`src/rtl/pcie_us_rq_seq_num_merge_pkg.sv`:
```
// Shared helpers for the RQ sequence-number merge block.
package pcie_us_rq_seq_num_merge_pkg;

  // Bits needed to hold a count of 0..ports valid lanes.
  function automatic int unsigned lane_width(input int unsigned ports);
    return (ports < 2) ? 1 : $clog2(ports + 1);
  endfunction

endpackage

```
`src/rtl/pcie_us_rq_seq_num_compact.sv`:
```
// Packs the valid report ports into dense write slots (lowest port first)
// and limits how many are accepted to the free space in the buffer.
module pcie_us_rq_seq_num_compact
  import pcie_us_rq_seq_num_merge_pkg::*;
#(
  parameter int SEQ_NUM_WIDTH = 6,
  parameter int PORTS         = 2,
  parameter int CNT_W         = 5,
  localparam int LANE_W       = lane_width(PORTS)
) (
  input  logic [PORTS-1:0]               valid,
  input  logic [PORTS*SEQ_NUM_WIDTH-1:0] seq,
  input  logic [CNT_W-1:0]               free,
  output logic [PORTS*SEQ_NUM_WIDTH-1:0] slot_data,
  output logic [PORTS-1:0]               accept_mask,
  output logic [LANE_W-1:0]              accept_cnt,
  output logic [LANE_W-1:0]              drop_cnt
);

  logic [LANE_W-1:0] rank;
  logic [LANE_W-1:0] acc;

  // Walk ports in ascending order; a valid port's rank is its slot, and it is kept only while rank < free.
  always_comb begin
    rank        = '0;
    acc         = '0;
    accept_mask = '0;
    slot_data   = '0;
    for (int i = 0; i < PORTS; i++) begin
      if (valid[i]) begin
        if (CNT_W'(rank) < free) begin
          accept_mask[i] = 1'b1;
          slot_data[int'(rank)*SEQ_NUM_WIDTH +: SEQ_NUM_WIDTH] = seq[i*SEQ_NUM_WIDTH +: SEQ_NUM_WIDTH];
          acc = acc + LANE_W'(1);
        end
        rank = rank + LANE_W'(1);
      end
    end
    accept_cnt = acc;
    drop_cnt   = rank - acc;
  end

endmodule

```
`src/rtl/pcie_us_rq_seq_num_merge.sv`:
```
// Merges N per-cycle RQ sequence-number report ports from the PCIe core into
// one ordered valid/ready stream, with a circular buffer, registered
// show-ahead output and a saturating count of reports lost to overflow.
module pcie_us_rq_seq_num_merge
  import pcie_us_rq_seq_num_merge_pkg::*;
#(
  parameter int SEQ_NUM_WIDTH  = 6,
  parameter int PORTS          = 2,
  parameter int DEPTH          = 16,
  parameter int DROP_CNT_WIDTH = 16
) (
  input  logic                             clk,
  input  logic                             rst,
  input  logic [PORTS*SEQ_NUM_WIDTH-1:0]   s_axis_rq_seq_num,
  input  logic [PORTS-1:0]                 s_axis_rq_seq_num_valid,
  output logic [SEQ_NUM_WIDTH-1:0]         m_axis_rq_seq_num,
  output logic                             m_axis_rq_seq_num_valid,
  input  logic                             m_axis_rq_seq_num_ready,
  output logic [$clog2(DEPTH):0]           status_count,
  output logic                             status_overflow,
  output logic [DROP_CNT_WIDTH-1:0]        status_drop_count
);

  localparam int PTR_W  = $clog2(DEPTH);
  localparam int CNT_W  = PTR_W + 1;
  localparam int LANE_W = lane_width(PORTS);
  localparam int DSUM_W = DROP_CNT_WIDTH + 1;

  logic [SEQ_NUM_WIDTH-1:0]       mem_q [DEPTH];
  logic [SEQ_NUM_WIDTH-1:0]       mem_d [DEPTH];
  logic [PTR_W-1:0]               wr_ptr_q, wr_ptr_d;
  logic [PTR_W-1:0]               rd_ptr_q, rd_ptr_d;
  logic [CNT_W-1:0]               count_q, count_d;
  logic                           m_valid_q, m_valid_d;
  logic [SEQ_NUM_WIDTH-1:0]       m_seq_q, m_seq_d;
  logic                           overflow_q, overflow_d;
  logic [DROP_CNT_WIDTH-1:0]      drop_q, drop_d;

  logic [CNT_W-1:0]               free;
  logic                           pop;
  logic [PORTS*SEQ_NUM_WIDTH-1:0] slot_data;
  logic [PORTS-1:0]               accept_mask;
  logic [LANE_W-1:0]              accept_cnt;
  logic [LANE_W-1:0]              drop_cnt;
  logic [DSUM_W-1:0]              drop_sum;

  // Space is judged on the registered count only; a same-cycle pop does not make room.
  assign free = CNT_W'(DEPTH) - count_q;

  pcie_us_rq_seq_num_compact #(
    .SEQ_NUM_WIDTH (SEQ_NUM_WIDTH),
    .PORTS         (PORTS),
    .CNT_W         (CNT_W)
  ) u_compact (
    .valid       (s_axis_rq_seq_num_valid),
    .seq         (s_axis_rq_seq_num),
    .free        (free),
    .slot_data   (slot_data),
    .accept_mask (accept_mask),
    .accept_cnt  (accept_cnt),
    .drop_cnt    (drop_cnt)
  );

  // Next-state: write accepted slots at consecutive positions, advance pointers, and preload the next head.
  always_comb begin
    pop   = m_valid_q & m_axis_rq_seq_num_ready;
    mem_d = mem_q;
    for (int j = 0; j < PORTS; j++) begin
      if (LANE_W'(j) < accept_cnt) begin
        mem_d[wr_ptr_q + PTR_W'(j)] = slot_data[j*SEQ_NUM_WIDTH +: SEQ_NUM_WIDTH];
      end
    end
    wr_ptr_d   = wr_ptr_q + PTR_W'(accept_cnt);
    rd_ptr_d   = rd_ptr_q + PTR_W'(pop);
    count_d    = count_q + CNT_W'(accept_cnt) - CNT_W'(pop);
    m_valid_d  = (count_d != '0);
    m_seq_d    = m_valid_d ? mem_d[rd_ptr_d] : m_seq_q;
    overflow_d = |(s_axis_rq_seq_num_valid & ~accept_mask);
    drop_sum   = {1'b0, drop_q} + DSUM_W'(drop_cnt);
    drop_d     = drop_sum[DSUM_W-1] ? '1 : drop_sum[DROP_CNT_WIDTH-1:0];
  end

  // Buffer storage needs no reset: pointers and count decide what is live.
  always_ff @(posedge clk) begin
    mem_q <= mem_d;
  end

  // Control, output and status registers with synchronous reset that discards all buffered entries.
  always_ff @(posedge clk) begin
    if (rst) begin
      wr_ptr_q   <= '0;
      rd_ptr_q   <= '0;
      count_q    <= '0;
      m_valid_q  <= 1'b0;
      m_seq_q    <= '0;
      overflow_q <= 1'b0;
      drop_q     <= '0;
    end else begin
      wr_ptr_q   <= wr_ptr_d;
      rd_ptr_q   <= rd_ptr_d;
      count_q    <= count_d;
      m_valid_q  <= m_valid_d;
      m_seq_q    <= m_seq_d;
      overflow_q <= overflow_d;
      drop_q     <= drop_d;
    end
  end

  assign m_axis_rq_seq_num       = m_seq_q;
  assign m_axis_rq_seq_num_valid = m_valid_q;
  assign status_count            = count_q;
  assign status_overflow         = overflow_q;
  assign status_drop_count       = drop_q;

endmodule

```
`config.mk`:
```
export PLATFORM = sky130hd
export DESIGN_NAME = pcie_us_rq_seq_num_merge
export DESIGN_NICKNAME = d
export VERILOG_FILES = /design/src/rtl/pcie_us_rq_seq_num_merge_pkg.sv /design/src/rtl/pcie_us_rq_seq_num_compact.sv /design/src/rtl/pcie_us_rq_seq_num_merge.sv
export SDC_FILE = /design/constraint.sdc
export NUM_CORES = 1
export LEC_CHECK = 0
export CAP_MARGIN = 20
export CORE_MARGIN = 4
export CORE_UTILIZATION = 35
export DETAILED_ROUTE_END_ITERATION = 6
export PLACE_DENSITY = 0.59
export SYNTH_ARGS = -nofsm -noshare
export SYNTH_HDL_FRONTEND = slang
export SYNTH_SLANG_ARGS = --single-unit
```
`constraint.sdc`:
```
create_clock -name clk -period 6.25 [get_ports clk]
set_clock_uncertainty 0.15 [all_clocks]
set_input_delay 1.25 -clock clk [delete_from_list [all_inputs] [get_ports clk]]
set_output_delay 1.25 -clock clk [all_outputs]
set_load 0.02 [all_outputs]
```
Yosys cells after proc, flatten, opt, wreduce, memory -nomap -nowiden --
Index checks and enable logic that the tools add are counted.
Storage, ports and cells: bits in registers 133, bits in latches 0, RAM bits 0, bits in read-only memories 0, input port bits 17, output and inout port bits 29, word-level logic and storage cells 83, memories kept 0
Cells by class: add/sub/neg operators 11, $mul 1, divide/modulo/power cells 0, order comparisons 9, equal/unequal tests 0, shifts and indexed selects 2, multiplexer cells 27, bitwise operators 6, reduce and logical (&&, ||, !) cells 4
Operators by type and width (count):
- bitwise mux 96 bit | 2
- 2-to-1 mux 96 bit | 2
- demux 6 bit (select 4 bit) | 2
- 2-to-1 mux 6 bit | 6
- negator 32 -> 33 bit | 1
- variable shift 6 x 33 -> 12 bit (first input constant) | 1
- indexed part select 6 x 33 -> 12 bit | 1
- binary-select mux 6 bit (select 4 bit) | 1
- 2-to-1 mux 12 bit | 2
- adder 16 x 2 -> 17 bit | 1
- 2-to-1 mux 16 bit | 1
- >= comparator 5 bit (second input constant) | 3
- NOT 4 -> 5 bit | 3
- bitwise mux 12 bit | 1
- less-than comparator 5 x 1 -> 1 bit (second input constant) | 2
- 2-to-1 mux 2 bit | 4
- 2-to-1 mux 1 bit | 6
- adder 5 x 2 -> 5 bit | 1
- less-than comparator 1 x 5 -> 1 bit | 1
- less-than comparator 1 x 5 -> 1 bit (first input constant) | 1
- nonzero test 5 bit | 1
- subtractor 5 x 1 -> 5 bit | 1
- subtractor 5 bit (first input constant) | 1
- adder 4 x 1 -> 4 bit | 1
- 12 further kinds | 14

Logic depth before layout (Yosys ltp) --
Gate-level depths: netlist of run 1.
depth in word-level cells 14, depth in mapped cells 21, depth with buffers taken out 19

Modules after synthesis --
From an unflattened synthesis of run 1, not the netlist that was laid out.
Unflattened totals: cell total of the unflattened synthesis 689, area, all modules 6442.4 um^2
By module, submodules not included:
- pcie_us_rq_seq_num_merge | instances 1, cells each 654, area each 6206.0 um^2, sequential area each 2662.6 um^2
- pcie_us_rq_seq_num_compact | instances 1, cells each 35, area each 236.5 um^2, sequential area each 0.0 um^2

Worst setup path before layout of run 1 --
Ideal clock, no wire load.
path type input -> register, start point in s_axis_rq_seq_num_valid[0], end point reg m_seq_q[2] (netlist: m_axis_rq_seq_num[2]), setup time 0.079 ns, arrival time 4.706 ns, required time 6.021 ns, slack 1.315 ns, stages on the path 18, buffers on the path 2, cells stage by stage buf_2 > buf_2 > nand2_1 > a21oi_4 > nor3_1 > inv_1 > ha_1 > inv_1 > ha_1 > fa_1 > a21oi_1 > o21bai_1 > xnor2_1 > a31oi_1 > and2b_1 > o211ai_1 > or4_1 > o211ai_1
On the way: longest elaborated chain between the ends 14, elaborated cells between the ends (all ways) 26
RTL lines:
- start: declaration | line pcie_us_rq_seq_num_merge.sv:15 | input logic [PORTS-1:0] s_axis_rq_seq_num_valid,
- 2-to-1 mux 1 bit | line pcie_us_rq_seq_num_compact.sv:30 | if (valid[i]) begin
- multiplier 1 x 2 -> 3 bit | line pcie_us_rq_seq_num_compact.sv:33 | slot_data[int'(rank)*SEQ_NUM_WIDTH +: SEQ_NUM_WIDTH] = seq[i*SEQ_NUM_WIDTH +: SEQ_NUM_WIDTH];
- negator 32 -> 33 bit | line pcie_us_rq_seq_num_compact.sv:33
- indexed part select 6 x 33 -> 12 bit / variable shift 6 x 33 -> 12 bit (equally long branches) | line pcie_us_rq_seq_num_compact.sv:33
- bitwise mux 12 bit | line pcie_us_rq_seq_num_compact.sv:33
- 2-to-1 mux 12 bit | line pcie_us_rq_seq_num_compact.sv:31 | if (CNT_W'(rank) < free) begin
- 2-to-1 mux 12 bit | line pcie_us_rq_seq_num_compact.sv:30
- bitwise mux 96 bit | line pcie_us_rq_seq_num_merge.sv:70 | mem_d[wr_ptr_q + PTR_W'(j)] = slot_data[j*SEQ_NUM_WIDTH +: SEQ_NUM_WIDTH];
- 2-to-1 mux 96 bit | line pcie_us_rq_seq_num_merge.sv:69 | if (LANE_W'(j) < accept_cnt) begin
- bitwise mux 96 bit | line pcie_us_rq_seq_num_merge.sv:70
- 2-to-1 mux 96 bit | line pcie_us_rq_seq_num_merge.sv:69
- binary-select mux 6 bit (select 4 bit) | line pcie_us_rq_seq_num_merge.sv:77 | m_seq_d = m_valid_d ? mem_d[rd_ptr_d] : m_seq_q;
- 2-to-1 mux 6 bit (implied by the code) (2 in a row) | line pcie_us_rq_seq_num_merge.sv:77
- end signal: assignment | line pcie_us_rq_seq_num_merge.sv:103 | m_seq_q <= m_seq_d;
- end: declaration | line pcie_us_rq_seq_num_merge.sv:35 | logic [SEQ_NUM_WIDTH-1:0] m_seq_q, m_seq_d;
Several ways; a longest one is shown, not always the timed one. The select of a mux whose other input is x is not followed. A chain may end at the register's enable or synchronous reset.

Worst setup path after layout of run 1 --
start point reg count_q[0] (netlist: status_count[0]), end point reg m_seq_q[3] (netlist: m_axis_rq_seq_num[3])
On the way: longest elaborated chain between the ends 14, elaborated cells between the ends (all ways) 25
RTL lines:
- start: declaration | line pcie_us_rq_seq_num_merge.sv:33 | logic [CNT_W-1:0] count_q, count_d;
- start signal: assignment | line pcie_us_rq_seq_num_merge.sv:101 | count_q <= count_d;
- subtractor 5 bit | line pcie_us_rq_seq_num_merge.sv:48 | assign free = CNT_W'(DEPTH) - count_q;
- less-than comparator 1 x 5 -> 1 bit | line pcie_us_rq_seq_num_compact.sv:31
- 2-to-1 mux 1 bit / 2-to-1 mux 6 bit (equally long branches) | line pcie_us_rq_seq_num_compact.sv:31
- 2-to-1 mux 2 bit / 2-to-1 mux 6 bit (equally long branches) | line pcie_us_rq_seq_num_compact.sv:30
- adder 2 x 1 -> 2 bit / bitwise mux 12 bit (equally long branches) | line pcie_us_rq_seq_num_compact.sv:34, pcie_us_rq_seq_num_compact.sv:33
- 2-to-1 mux 2 bit / 2-to-1 mux 12 bit (equally long branches) | line pcie_us_rq_seq_num_compact.sv:31
- 2-to-1 mux 2 bit / 2-to-1 mux 12 bit (equally long branches) | line pcie_us_rq_seq_num_compact.sv:30
- less-than comparator 1 x 2 -> 1 bit / bitwise mux 96 bit (equally long branches) | line pcie_us_rq_seq_num_merge.sv:69, pcie_us_rq_seq_num_merge.sv:70
- 2-to-1 mux 96 bit | line pcie_us_rq_seq_num_merge.sv:69
- bitwise mux 96 bit | line pcie_us_rq_seq_num_merge.sv:70
- 2-to-1 mux 96 bit | line pcie_us_rq_seq_num_merge.sv:69
- binary-select mux 6 bit (select 4 bit) | line pcie_us_rq_seq_num_merge.sv:77
- 2-to-1 mux 6 bit (implied by the code) (2 in a row) | line pcie_us_rq_seq_num_merge.sv:77
Several ways; a longest one is shown, not always the timed one. The select of a mux whose other input is x is not followed.

==> flow_summary_export.csv, run 1 <==
group,metric,value,unit
status,run_status,"completed",
yosys,synth_adder_area_share,3.237,%
clock_tree,clkLatencyLatePin,430,ps
power_and_ir_drop,p_total,4.140,mW
clock_tree,cts_made_buffers,17,
timing,post-route-min-period,5212,ps
routing,routed_wl,27490,um
yosys,synth_edf_count,0,
yosys,ys_async_sr_fraction,0,%
grt,overflow,0,
routing,post_drt_wl_per_cell,21.43,um
routing,first_pass_iters,6,
grt,grt_max_degree,35,
timing,slew_headroom,33.70,%
yosys,synth.distinct_cells,88,
worst_setup_path,critPathSlowestCell,"dfxtp_1",
yosys,ys_warn_count,0,
routing,drc,0,
timing,tightest_slew,987.9,ps
placement,hpwl,19700,um
finish,layout_common_cells,"dfxtp_1, nand2_1, o21ai_0",
finish,fin_util,41.20,%
clock_tree,cts_setup_buffers,0,
floorplanning,fp.dieW,159.6,um
timing,finalSetupViolCount,0,
clock_tree,numClockSinks,133,
floorplanning,io_pins,46,
job,maxCapViolations,0,
floorplanning,core,22640,um^2
yosys,synth_ff_type,"dfxtp_1",
yosys,synthMuxAreaShare,7.921,%
routing,antenna_left,0,
yosys,synthXorXnorAreaFrac,3.159,%
power_and_ir_drop,ir_drop,0.2286,mV
worst_setup_path,endpoint_kind,"flip-flop",
worst_setup_path,cp.required,6460,ps
grt,antenna_found_initial,0,
routing,vias_per_cell,5.878,
yosys,synthCells,958,
yosys,syn_area,8040,um^2
grt,grt_use_total,21.08,%
power_and_ir_drop,total_leakage_power,3.476,nW
yosys,yosysSeqAreaShare,33.12,%
placement,gp_congestion,0.9088,
routing,num_vias,7542,
yosys,synth_nets,994,
clock_tree,cts_root_buf,"clkbuf_16",
yosys,ys_ff_latch,133,
worst_setup_path,worstPathCellList,"inv_1, ha_1, nor3b_1, a21o_2, a21oi_4, nor3_1, inv_1, ha_1, inv_1, ha_1, fa_1, a21oi_1, o21bai_1, xnor2_1, a31oi_1, and2b_1, o211ai_1, or4_1, o211ai_1",
timing,slew_violations,0,
clock_tree,cts_tree,"done",
finish,num-nets-final,1021,
floorplanning,dieArea,25460,um^2
placement,port_buffers,45,
worst_setup_path,start_kind,"flip-flop",
worst_setup_path,critPathKind,"reg2reg",
yosys,yosys.area_share.simple,16.96,%
placement,pre_cts_slack,654.7,ps
hold_path,hold_path.class,"reg2reg",
clock_tree,cts_resized,0,
timing,finalHoldViolations,0,
yosys,synth_top_family_by_area,"compound AO/OA/AOI/OAI gates",
timing,fmax,191.9,MHz
floorplanning,rows,55,
clock_tree,htreeDepth,4,
yosys,avgSynthCellArea,8.393,um^2
floorplanning,start_util,35.51,%
clock_tree,clock_path_buffers,2,
worst_setup_path,worst_ep_arrival_time,5420,ps
finish,fillerInstances,2239,
worst_setup_path,crit_fanout,9,
placement,place_inst,1251,
clock_tree,cts-hold-fix-buffers,0,
finish,layout_commonest_cell,"dfxtp_1",
clock_tree,clkTransAtPathRegs,60,ps
finish,num_antenna_cells,0,
timing,fin_crit_sh,83.39,%
timing,setup_ws,1038,ps
timing,fin_tns_setup,0,ps
timing,rsz0062_at_grt,"no",
finish,drive_above_1_share,12.12,%
worst_setup_path,path_buf_inv,3,
finish,final_cells,1283,
worst_setup_path,critical-path-top-delay-family,"simple AND/OR/NAND/NOR gates",
power_and_ir_drop,powerDensity,443.8,nW/um^2
worst_setup_path,cpPeakStageDelay,540,ps
finish,syn2layout_area_growth,16.01,%
yosys,synth_compound_area_share,30.21,%
grt,grt_pass1_vias,6995,
grt,grt_pass1_wl,42220,um
floorplanning,dieHeight,159.6,um
routing,drtIter0Drc,832,
per-stage QoR:
step	cell area (um^2)	hold WS, ps
floorplan	8040	332.8
global placement	8745	353.5
detailed placement	8745	358.0
CTS	9328	364.8
global route	9328	411.2
finish	9328	362.3
sequential cells by signal (all words and copies together) (netlist names):
signal	cells
m_axis_rq_seq_num	6
wr_ptr_q	4
status_overflow	1
status_drop_count	16
mem_q	96
status_count	5
m_axis_rq_seq_num_valid	1
rd_ptr_q	4
kinds of logic (layout without fill, tap and decap cells):
logic type | count (synthesis) | in the layout
DFF | 133 | 133
xor gates and xnor gates | 26 | 26
muxes | 62 | 62
buffers and inverters | 93 | 133
adders and majority gates | 19 | 19
AOI/OAI and AO/OA | 339 | 339
and+or+nand+nor | 286 | 286
cell type report:
type / count / area (um^2) / area share [%]
multi-input combinational: 732 / 4956 / 53.13
sequential: 133 / 2663 / 28.54
timing repair buffer: 74 / 668.1 / 7.163
clock buffer: 20 / 466.7 / 5.003
tap: 285 / 356.6 / 3.823
clock inverter: 12 / 116.4 / 1.247
inverter: 27 / 101.3 / 1.087
worst min-delay path: stages, from the launching register on:
cell and delay [ps]:
dfxtp_1 330, nand2_1 60, o211ai_1 70
routing by layer:
| metal | GRT usage (%) | up-vias | routed length [um] |
|---|---|---|---|
| met5 | 0 | - | 0 |
| met4 | 9.073 | 0 | 1129 |
| met3 | 3.754 | 72 | 1970 |
| met2 | 32.93 | 313 | 12480 |
| met1 | 28.60 | 3580 | 11910 |
| li1 | - | 3577 | - |
where the power goes:
group / internal (mW) / switching (mW) / total (mW) / leakage, nW
Combinational: 0.689 / 1.19 / 1.88 / 2.09
Clock: 0.585 / 0.424 / 1.01 / 0.284
Sequential: 1.10 / 0.151 / 1.25 / 1.10
Total: 2.37 / 1.77 / 4.14 / 3.48
cells in the mapped netlist, types with 16 or more instances:
| master | number | area [um^2] |
|---|---|---|
| a211oi_1 | 19 | 142.6 |
| a21oi_1 | 55 | 275.3 |
| a22oi_1 | 26 | 195.2 |
| buf_2 | 20 | 100.1 |
| clkbuf_1 | 32 | 120.1 |
| dfxtp_1 | 133 | 2663 |
| ha_1 | 16 | 200.2 |
| inv_1 | 24 | 90.09 |
| mux2i_1 | 49 | 490.5 |
| nand2_1 | 106 | 397.9 |
| nand3_1 | 16 | 80.08 |
| nor2_1 | 69 | 259.0 |
| nor2b_1 | 16 | 100.1 |
| nor3_1 | 21 | 105.1 |
| o211ai_1 | 17 | 127.6 |
| o21ai_0 | 70 | 350.3 |
worst paths after layout:
kind	slack, ps	cells past startpoint	endpoint	from
setup / recovery	1040	19	m_axis_rq_seq_num[3]	status_count[0]
hold / removal	360	2	m_axis_rq_seq_num[3]	m_axis_rq_seq_num[3]
setup reg to reg	1040	19	m_axis_rq_seq_num[3]	status_count[0]
hold reg to reg	360	2	m_axis_rq_seq_num[3]	m_axis_rq_seq_num[3]
(Power assumes the default switching activity.)
==> run 2, diff against run 1 <==
- PLACE_DENSITY: 0.59 -> 0.6
- clock period: 6.25 -> 4.19 ns (I/O delays scaled with it)
==> flow_summary_export.csv, run 2 (synthesized netlist as in run 1, its figures left out) <==
group,metric,value,unit
clock_tree,cts_made_buffers,17,
timing,rsz0062_at_grt,"yes",
floorplanning,rows,55,
timing,post-route-min-period,3969,ps
placement,hpwl,20820,um
routing,drtIter0Drc,752,
grt,antenna_found_initial,0,
routing,antenna_left,0,
timing,fmax,252.0,MHz
grt,grt_pass1_vias,7341,
floorplanning,start_util,35.51,%
clock_tree,clkLatencyLatePin,430,ps
finish,num-nets-final,1079,
placement,gp_congestion,0.9119,
clock_tree,cts_tree,"done",
finish,fillerInstances,2218,
finish,fin_util,43.69,%
routing,first_pass_iters,6,
routing,post_drt_wl_per_cell,20.99,um
floorplanning,io_pins,46,
worst_setup_path,endpoint_kind,"flip-flop",
floorplanning,dieHeight,159.6,um
timing,slew_headroom,44.64,%
grt,grt_max_degree,35,
finish,layout_common_cells,"dfxtp_1, nand2_1, buf_4",
timing,finalHoldViolations,0,
power_and_ir_drop,netSwitchingPower,2.722,mW
clock_tree,htreeDepth,4,
grt,grt_use_total,21.75,%
finish,syn2layout_area_growth,23.02,%
routing,vias_per_cell,5.776,
power_and_ir_drop,p_total,6.601,mW
worst_setup_path,reg2reg_setup_slack,220,ps
clock_tree,cts_setup_buffers,0,
worst_setup_path,worst_ep_arrival_time,4170,ps
power_and_ir_drop,swShare,41.23,%
grt,overflow,0,
routing,num_vias,7746,
clock_tree,cts_resized,0,
power_and_ir_drop,p_int,3.880,mW
power_and_ir_drop,ir_drop,0.2935,mV
finish,num_antenna_cells,0,
finish,multi_input_area,5011,um^2
timing,slew_violations,0,
timing,finalSetupViolCount,0,
timing,fin_crit_sh,94.72,%
floorplanning,fp.dieW,159.6,um
clock_tree,numClockSinks,133,
clock_tree,clkTransAtPathRegs,60,ps
hold_path,hold_path.class,"reg2reg",
power_and_ir_drop,pwr-share-seq,27.8,%
job,maxCapViolations,0,
power_and_ir_drop,comb_power_share,48.1,%
power_and_ir_drop,total_leakage_power,3.808,nW
worst_setup_path,cp.required,4390,ps
worst_setup_path,start_kind,"flip-flop",
finish,drive_above_1_share,18.47,%
routing,routed_wl,28140,um
finish,largest_register,"mem_q",
worst_setup_path,crit_fanout,6,
placement,port_buffers,45,
finish,layout_commonest_cell,"dfxtp_1",
clock_tree,clock_path_buffers,2,
floorplanning,dieArea,25460,um^2
power_and_ir_drop,p_clk_share,24.0,%
status,run_status,"completed",
floorplanning,core,22640,um^2
grt,grt_pass1_wl,43460,um
power_and_ir_drop,powerDensity,667.4,nW/um^2
worst_setup_path,critPathKind,"reg2reg",
finish,seq_area,2678,um^2
clock_tree,cts-hold-fix-buffers,0,
timing,tightest_slew,827.6,ps
clock_tree,cts_root_buf,"clkbuf_16",
finish,largest_register_ffs,96,
routing,drc,0,
-- run 2: changes by cell type in the layout (fill, tap and decap cells not counted), sizes merged --
| cell | delta |
|---|---|
| buf | +58 |
| bufinv | +2 |
| inv | -2 |
| clkbuf | -1 |
| clkinv | +1 |
-- run 2: through the flow --
step	cell area, um^2	cells	setup slack [ps]	setup TNS (ps)	hold WS [ps]
after floorplan	8115	958	-19.40	-38.79	332.7
after global routing	9891	1341	-10.00	-10.00	390.4
after detailed placement	9249	1309	-246.7	-973.6	344.3
final	9891	1341	221.1	0	356.2
after global placement	9241	1308	-191.2	-554.0	346.2
after CTS	9872	1341	24.17	0	356.8
-- run 2: path summary, 6_finish.rpt --
kind | from | endpoint | cells past startpoint
setup / recovery | status_count[1] | m_axis_rq_seq_num[2] | 19
hold / removal | m_axis_rq_seq_num[3] | m_axis_rq_seq_num[3] | 2
setup reg to reg | status_count[1] | m_axis_rq_seq_num[2] | 19
hold reg to reg | m_axis_rq_seq_num[3] | m_axis_rq_seq_num[3] | 2
-- run 2: final cells by class --
| class | count | area share, % |
|---|---|---|
| clock inverters | 13 | 1.720 |
| multi-input cells | 732 | 50.66 |
| well taps | 285 | 3.605 |
| clock buffers | 19 | 4.579 |
| inverters | 27 | 1.075 |
| repair buffers | 132 | 11.28 |
| flip-flops and latches | 133 | 27.07 |
-- run 2: power by group through the flow --
stage	clock (mW)	combinational, mW	sequential, mW
2_1_floorplan	0	2.11	1.88
3_3_place_gp	0	3.06	1.85
3_5_place_dp	0	3.08	1.86
4_1_cts	1.61	3.10	1.84
5_1_grt	1.65	3.44	1.87
6_report	1.59	3.18	1.84
-- run 2: critical path, stage by stage, from the launching register on --
cell	delay [ps]
dfxtp_4	350
inv_4	40
ha_4	240
nor4b_4	240
a21o_2	170
a21oi_4	60
nor3_2	130
inv_1	60
ha_1	260
inv_1	40
ha_2	180
fa_2	360
a21oi_2	120
o21bai_1	80
xnor2_1	150
a31oi_2	300
and2b_2	260
o211ai_1	90
or4_1	510
o211ai_1	100
-- run 2: per-layer routing --
metal	wire, um	up-vias	global-route usage, %
li1	-	3697	-
met1	12140	3634	29.25
met2	12940	348	34.56
met3	2263	67	4.530
met4	795	0	7.850
met5	0	-	0
